`config.mk`:
```
export PLATFORM = sky130hd
export DESIGN_NAME = sparse_expander
export DESIGN_NICKNAME = d
export VERILOG_FILES = /design/src/rtl/sparse_expander.sv
export SDC_FILE = /design/constraint.sdc
export NUM_CORES = 2
export LEC_CHECK = 0
export ABC_AREA = 1
export CAP_MARGIN = 40
export CORE_ASPECT_RATIO = 1.25
export CORE_MARGIN = 1
export CORE_UTILIZATION = 58
export DETAILED_ROUTE_END_ITERATION = 10
export PLACE_DENSITY_LB_ADDON = 0.3
export SETUP_SLACK_MARGIN = 0.3
export SLEW_MARGIN = 25
export SYNTH_ARGS = -nofsm -noshare
export SYNTH_HDL_FRONTEND = slang
export SYNTH_SLANG_ARGS = --single-unit
```
`constraint.sdc`:
```
create_clock -name clk -period 4.04 [get_ports clk]
set_clock_uncertainty 0.2 [all_clocks]
set_input_delay 0.404 -clock clk [delete_from_list [all_inputs] [get_ports clk]]
set_output_delay 0.404 -clock clk [all_outputs]
set_load 0.02 [all_outputs]
```
`src/rtl/sparse_expander.sv`:
```
// Rebuilds a sparse LANES-wide vector from a dense in-order element stream and its occupancy mask.
// Optional SPARSE_EXPANDER_OVERLAP_EN: accept the next mask in the same cycle as the output handshake.
module sparse_expander #(
  parameter int unsigned LANES = 32,
  parameter int unsigned DW    = 8,
  parameter int unsigned BEAT  = 4
) (
  input  logic                  clk,
  input  logic                  reset_n,
  input  logic                  mask_valid,
  output logic                  mask_ready,
  input  logic [LANES-1:0]      mask,
  input  logic                  in_valid,
  output logic                  in_ready,
  input  logic [BEAT*DW-1:0]    in_data,
  output logic                  out_valid,
  input  logic                  out_ready,
  output logic [LANES*DW-1:0]   out_data,
  output logic [LANES-1:0]      out_mask,
  output logic                  busy
);

  localparam int unsigned CW = $clog2(LANES) + 1;
  localparam int unsigned PW = CW + 1;

  typedef enum logic [1:0] {IDLE, FILL, OUT} state_t;

  state_t              state;
  logic                mask_ready_q;
  logic [CW-1:0]       count;
  logic [PW-1:0]       ptr;
  logic [CW-1:0]       rank     [LANES];
  logic [CW-1:0]       pre_rank [LANES];
  logic [CW-1:0]       pre_cnt;
  logic [LANES*DW-1:0] fill_data;
  logic [PW-1:0]       ptr_next;
  logic                fill_done;
  logic                mask_fire;
  logic                in_fire;
  logic                out_fire;

`ifdef SPARSE_EXPANDER_OVERLAP_EN
  assign mask_ready = mask_ready_q | (out_valid & out_ready);
`else
  assign mask_ready = mask_ready_q;
`endif

  assign mask_fire = mask_valid & mask_ready;
  assign in_fire   = in_valid & in_ready;
  assign out_fire  = out_valid & out_ready;
  assign busy      = (state != IDLE);
  assign ptr_next  = ptr + PW'(BEAT);
  assign fill_done = (ptr_next >= PW'(count));

  // Exclusive prefix popcount of the incoming mask gives each lane its rank.
  always_comb begin
    logic [CW-1:0] acc;
    acc = '0;
    for (int unsigned l = 0; l < LANES; l++) begin
      pre_rank[l] = acc;
      acc         = acc + CW'(mask[l]);
    end
    pre_cnt = acc;
  end

  // Populated lanes always have rank below count, so surplus elements in a
  // final partial beat never match any lane and are dropped implicitly.
  always_comb begin
    fill_data = out_data;
    for (int unsigned l = 0; l < LANES; l++) begin
      for (int unsigned j = 0; j < BEAT; j++) begin
        if (out_mask[l] && (PW'(rank[l]) == ptr + PW'(j))) begin
          fill_data[l*DW +: DW] = in_data[j*DW +: DW];
        end
      end
    end
  end

  always_ff @(posedge clk or negedge reset_n) begin
    if (!reset_n) begin
      state        <= IDLE;
      mask_ready_q <= 1'b0;
      in_ready     <= 1'b0;
      out_valid    <= 1'b0;
      out_data     <= '0;
      out_mask     <= '0;
      count        <= '0;
      ptr          <= '0;
      for (int unsigned l = 0; l < LANES; l++) begin
        rank[l] <= '0;
      end
    end else begin
      case (state)
        FILL: begin
          if (in_fire) begin
            out_data <= fill_data;
            ptr      <= ptr_next;
            if (fill_done) begin
              state     <= OUT;
              in_ready  <= 1'b0;
              out_valid <= 1'b1;
            end
          end
        end
        OUT: begin
          if (out_fire) begin
            state        <= IDLE;
            out_valid    <= 1'b0;
            mask_ready_q <= 1'b1;
          end
        end
        default: mask_ready_q <= 1'b1;
      endcase

      // A mask load overrides the case above; in OUT this only happens when
      // the overlap path makes mask_ready follow out_ready.
      if (mask_fire) begin
        out_mask     <= mask;
        count        <= pre_cnt;
        out_data     <= '0;
        ptr          <= '0;
        mask_ready_q <= 1'b0;
        for (int unsigned l = 0; l < LANES; l++) begin
          rank[l] <= pre_rank[l];
        end
        if (pre_cnt != '0) begin
          state     <= FILL;
          in_ready  <= 1'b1;
          out_valid <= 1'b0;
        end else begin
          state     <= OUT;
          in_ready  <= 1'b0;
          out_valid <= 1'b1;
        end
      end
    end
  end

endmodule
```
==> results of run 1 <==
-- cells by family after synthesis --
group / count (synthesis) / synth area share, %
adder cells (fa/ha/maj): 67 / 2.73
AND/OR/NAND/NOR: 1751 / 24.6
XOR/XNOR: 82 / 2.32
AO/OA/AOI/OAI: 1314 / 24.1
flip-flops: 473 / 38.2
multiplexers: 3 / 0.109
buffers and inverters: 660 / 8.00
-- routing by layer --
layer  overflow  global-route usage, %
met1          5                   77.2
met2         26                   90.3
met3          0                   59.8
met4         22                   70.1
met5          0                   34.7
-- stage by stage --
step                      instances  cell area, sq um  util, %  hold slack (ps)  TNS, ps
after CTS                      5547             41200     78.1             31.5  -282670
after global placement         5409             38500     73.0              223  -405970
after detailed placement       5419             38600     73.3              228  -416090
after floorplan                4350             32800        -            -91.6  -300760
-- cells in the mapped netlist, types with 23 or more instances --
master,instances,area share (%)
nand2_1,1020,12
o21ai_0,750,12
dfrtp_1,473,38
inv_1,398,4.8
nor2_1,274,3.3
a21oi_1,250,4.0
clkbuf_1,215,2.6
nand3_1,172,2.8
o211ai_1,100,2.4
nand2_2,85,1.7
ha_1,66,2.7
xnor2_1,59,1.7
nand4_1,53,1.1
nor4_1,42,0.85
o31ai_1,42,1.0
nand3_2,39,1.3
nor3_1,37,0.60
o2111ai_1,29,0.82
o22ai_1,29,0.59
o221ai_1,25,0.71
xor2_1,23,0.65
-- repair_timing --
action                                  in CTS
resized for setup                          158
hold buffers                                 4
buffers inserted                            35
endpoints found under the hold margin       71
endpoints found under the setup margin     133
pin swaps                                  127
==> flow_metrics.tcl, run 1 <==
set metrics [dict create \
    crit_endpoint "out_valid$_DFFE_PN0P_/D" \
    syn_area_per_cell_sq_um 7.13 \
    rows 94 \
    post-place-ws_ps -5850 \
    grt_max_degree 143 \
    outcome "did not finish" \
    die_w_um 209 \
    die_y_um 260 \
    hpwl_um 96900 \
    track_usage_pct 74.9 \
    initial_core_util_pct 58.8 \
    ys.flop_type "dfrtp_1" \
    seq_area_frac_synth_pct 38.2 \
    synth_cell_types 45 \
    io_buffer_count 360 \
    clockBufferDepth 3 \
    grt_overflow 53 \
    ys_ff_latch 473 \
    synth_area_sq_um 31000 \
    endpoint_type "register input" \
    h-tree-depth 2 \
    synthCells 4350 \
    cts_made_buffers 49 \
    postSynth.asyncResetShare_pct 100 \
    grt_antenna_before_repair 20 \
    place_congestion 1.04 \
    cts.sinks 473 \
    error "[ERROR GRT-0232] Routing congestion too high. Check the congestion heatmap in the GUI." \
    lastStage "global routing (5_1_grt)" \
    io_pins 361 \
    syn_nets 4486 \
    synth_edf_count 0 \
    ys_warn_count 0 \
    cts_root_buffer "clkbuf_16" \
]
==> run 2, diff against run 1 <==
--- a/config.mk
+++ b/config.mk
@@ -7,12 +7,10 @@
 export LEC_CHECK = 0
 export ABC_AREA = 1
 export CAP_MARGIN = 40
-export CORE_ASPECT_RATIO = 1.25
 export CORE_MARGIN = 1
-export CORE_UTILIZATION = 58
+export CORE_UTILIZATION = 40
 export DETAILED_ROUTE_END_ITERATION = 10
-export PLACE_DENSITY_LB_ADDON = 0.3
-export SETUP_SLACK_MARGIN = 0.3
+export PLACE_DENSITY_LB_ADDON = 0.15
 export SLEW_MARGIN = 25
 export SYNTH_ARGS = -nofsm -noshare
 export SYNTH_HDL_FRONTEND = slang
==> run 2 against run 1 <==
The flow now finishes, with violations (negative setup slack). Area after synthesis unchanged. Synthesized cell count is the same.
==> flow_metrics.tcl, run 2 <==
set metrics [dict create \
    outcome "finished with violations" \
    violations "negative setup slack" \
    hpwl_um 101000 \
    track_usage_pct 35.0 \
    cts_root_buffer "clkbuf_16" \
    synthCells 4350 \
    r2r_slack_ps 430 \
    ant_nets 0 \
    grt_overflow 0 \
    die_y_um 280 \
    top_regs "out_data: 256 flops, rank: 170 flops, out_mask: 32 flops" \
    ys_ff_latch 473 \
    cp_max_fo 4 \
    ys_warn_count 0 \
    setup_tns_ps -266500 \
    critPathRequiredTime_ps 4330 \
    syn_area_per_cell_sq_um 7.13 \
    largest-register "out_data" \
    seq_area_frac_synth_pct 38.2 \
    netlist_top_cells_count "nand2_1, o21ai_0, dfrtp_1" \
    crit_buf_inv 3 \
    grt_max_degree 87 \
    postSynth.asyncResetShare_pct 100 \
    multi_input_area_sq_um 19700 \
    ys.flop_type "dfrtp_1" \
    cts.sinks 473 \
    initial_core_util_pct 40.6 \
    clockBufferDepth 3 \
    period_share_pct 214 \
    syn_nets 4486 \
    cp-end-kind "flop" \
    largest_reg_flops 256 \
    worstPathArrival_ps 8920 \
    rows 101 \
    critPathLaunchType "primary input" \
    nets 5023 \
    reg2reg_to "out_data[59]" \
    wirelength_um 141000 \
    path_class "primary input to flop" \
    timing.rr.start "ptr[4]" \
    first_iter_violations 4664 \
    final_cell_mix "nand2_1, o21ai_0, dfrtp_1" \
    grt.met1_usage_pct 49.4 \
    core-area_sq_um 76300 \
    final_common_cell "nand2_1" \
    synth_area_leaders "dfrtp_1, nand2_1, o21ai_0" \
    finalCriticalPeriod_ps 8630 \
    design.die.area_sq_um 78600 \
    viasPerCell 5.80 \
    setup_viol 114 \
    fin_ws_ps -4590 \
    drv_slew 0 \
    min_delay_path_depth 3 \
    grt_antenna_before_repair 2 \
    grt_pass1_vias 31400 \
    yosysTopAreaCell "dfrtp_1" \
    timing.slew.headroom_pct 35.0 \
    cts_tree "done" \
    die_w_um 280 \
    busiest_layer "met2" \
    cp_common_cell "ha_4" \
    wire_per_inst_um 23.7 \
    synth.top_cell.area_share_pct 38.2 \
    syn_to_final_growth_pct 39.0 \
    crit_path_top_delay_cell "fa_2" \
    synth_most_common_cell "nand2_1" \
    hold_violations 0 \
    cap_violations 0 \
    synth_edf_count 0 \
    cts_made_buffers 56 \
    drive_gt1_share_pct 21.2 \
    synth_cell_types 45 \
    reg2reg_depth 10 \
    first_pass_iters 7 \
    slowest_delay_ps 590 \
    fillers 7087 \
    place_congestion 0.969 \
    max_slew.worst_pin.slew_ps 972 \
    grt_use_met2_pct 50.2 \
    io_buffer_count 360 \
    min_from "in_data[26]" \
    clk_latency_ps 620 \
    rsz0062_at_grt "yes" \
    min_path_type "primary input to flop" \
    drc 0 \
    max_freq_mhz 116 \
    clk_pin_slew_ps 50 \
    met3_usage_pct 8.42 \
    ff_latch_area_sq_um 11800 \
    h-tree-depth 2 \
    vias 34600 \
    final_area_sq_um 43100 \
    io_pins 361 \
    grt_pass1_wl_um 205000 \
    dpl_cell_area_sq_um 39400 \
    synth_area_sq_um 31000 \
    critical-path-top-delay-family "adder cells" \
    holdPathEnd "out_data[210]" \
]
==> run 2: worst max path at each step <==
stage | start | endpoint | cells after the start
5_1_grt | mask[0] | out_valid | 43
4_1_cts | mask[0] | count[5] | 41
3_5_place_dp | mask[2] | out_valid | 41
2_1_floorplan | mask[2] | out_valid | 40
3_3_place_gp | mask[2] | out_valid | 42
6_report | mask[0] | count[5] | 41
==> run 2: repair_timing <==
item | CTS | global route
hold buffers | 4 | 0
pin swaps | 82 | 70
gates resized for setup | 138 | 251
setup endpoints to repair | 126 | 117
endpoints found under the hold margin | 80 | 0
setup buffers | 18 | 31
==> run 2: cell type report <==
type | instances | area share (%)
Multi-Input combinational cell | 3217 | 45.7
Sequential cell | 473 | 27.5
Timing Repair Buffer | 711 | 15.6
Inverter | 428 | 3.82
Clock buffer | 82 | 3.76
Tap cell | 1030 | 2.99
Clock inverter | 14 | 0.616
Antenna cell | 2 | 0.0116
==> run 2: logic make-up (layout without fill, tap and decap cells) <==
family          Yosys count  count (layout)  share of synthesized area, %
other cells               0               2                             0
xor+xnor                 82              82                          2.32
mux                       3               3                         0.109
simple gates           1751            1751                          24.6
compound gates         1314            1314                          24.1
buf+inv                 660            1235                          8.00
fa+ha+maj                67              67                          2.73
flops                   473             473                          38.2
==> run 2: per-layer routing <==
metal	vias to the layer above	routed length, um
li1	15900	-
met1	16200	58900
met2	2056	58300
met3	418	16800
met4	0	7500
met5	-	0
==> run 2: per-stage QoR <==
stage | hold WS (ps) | setup slack, ps | utilization, % | instances
floorplan | -91.6 | -4900 | - | 4350
global placement | 267 | -5700 | 51.2 | 5802
detailed placement | 268 | -5800 | 51.6 | 5817
CTS | 80.3 | -4520 | 54.9 | 5930
global route | 136 | -4810 | 56.4 | 5955
finish | 110 | -4590 | 56.4 | 5957
==> run 2: worst register-to-register path: cells and delay by family (launching register included) <==
family                 cells  cell delay [ps]
AO/OA/AOI/OAI              6             1320
buffers and inverters      3             1130
AND/OR/NAND/NOR            1              520
flip-flops                 1              370
Power of run 2 is not shown: default switching activity piles up to over one toggle a cycle in this logic, so the estimate is an artifact.
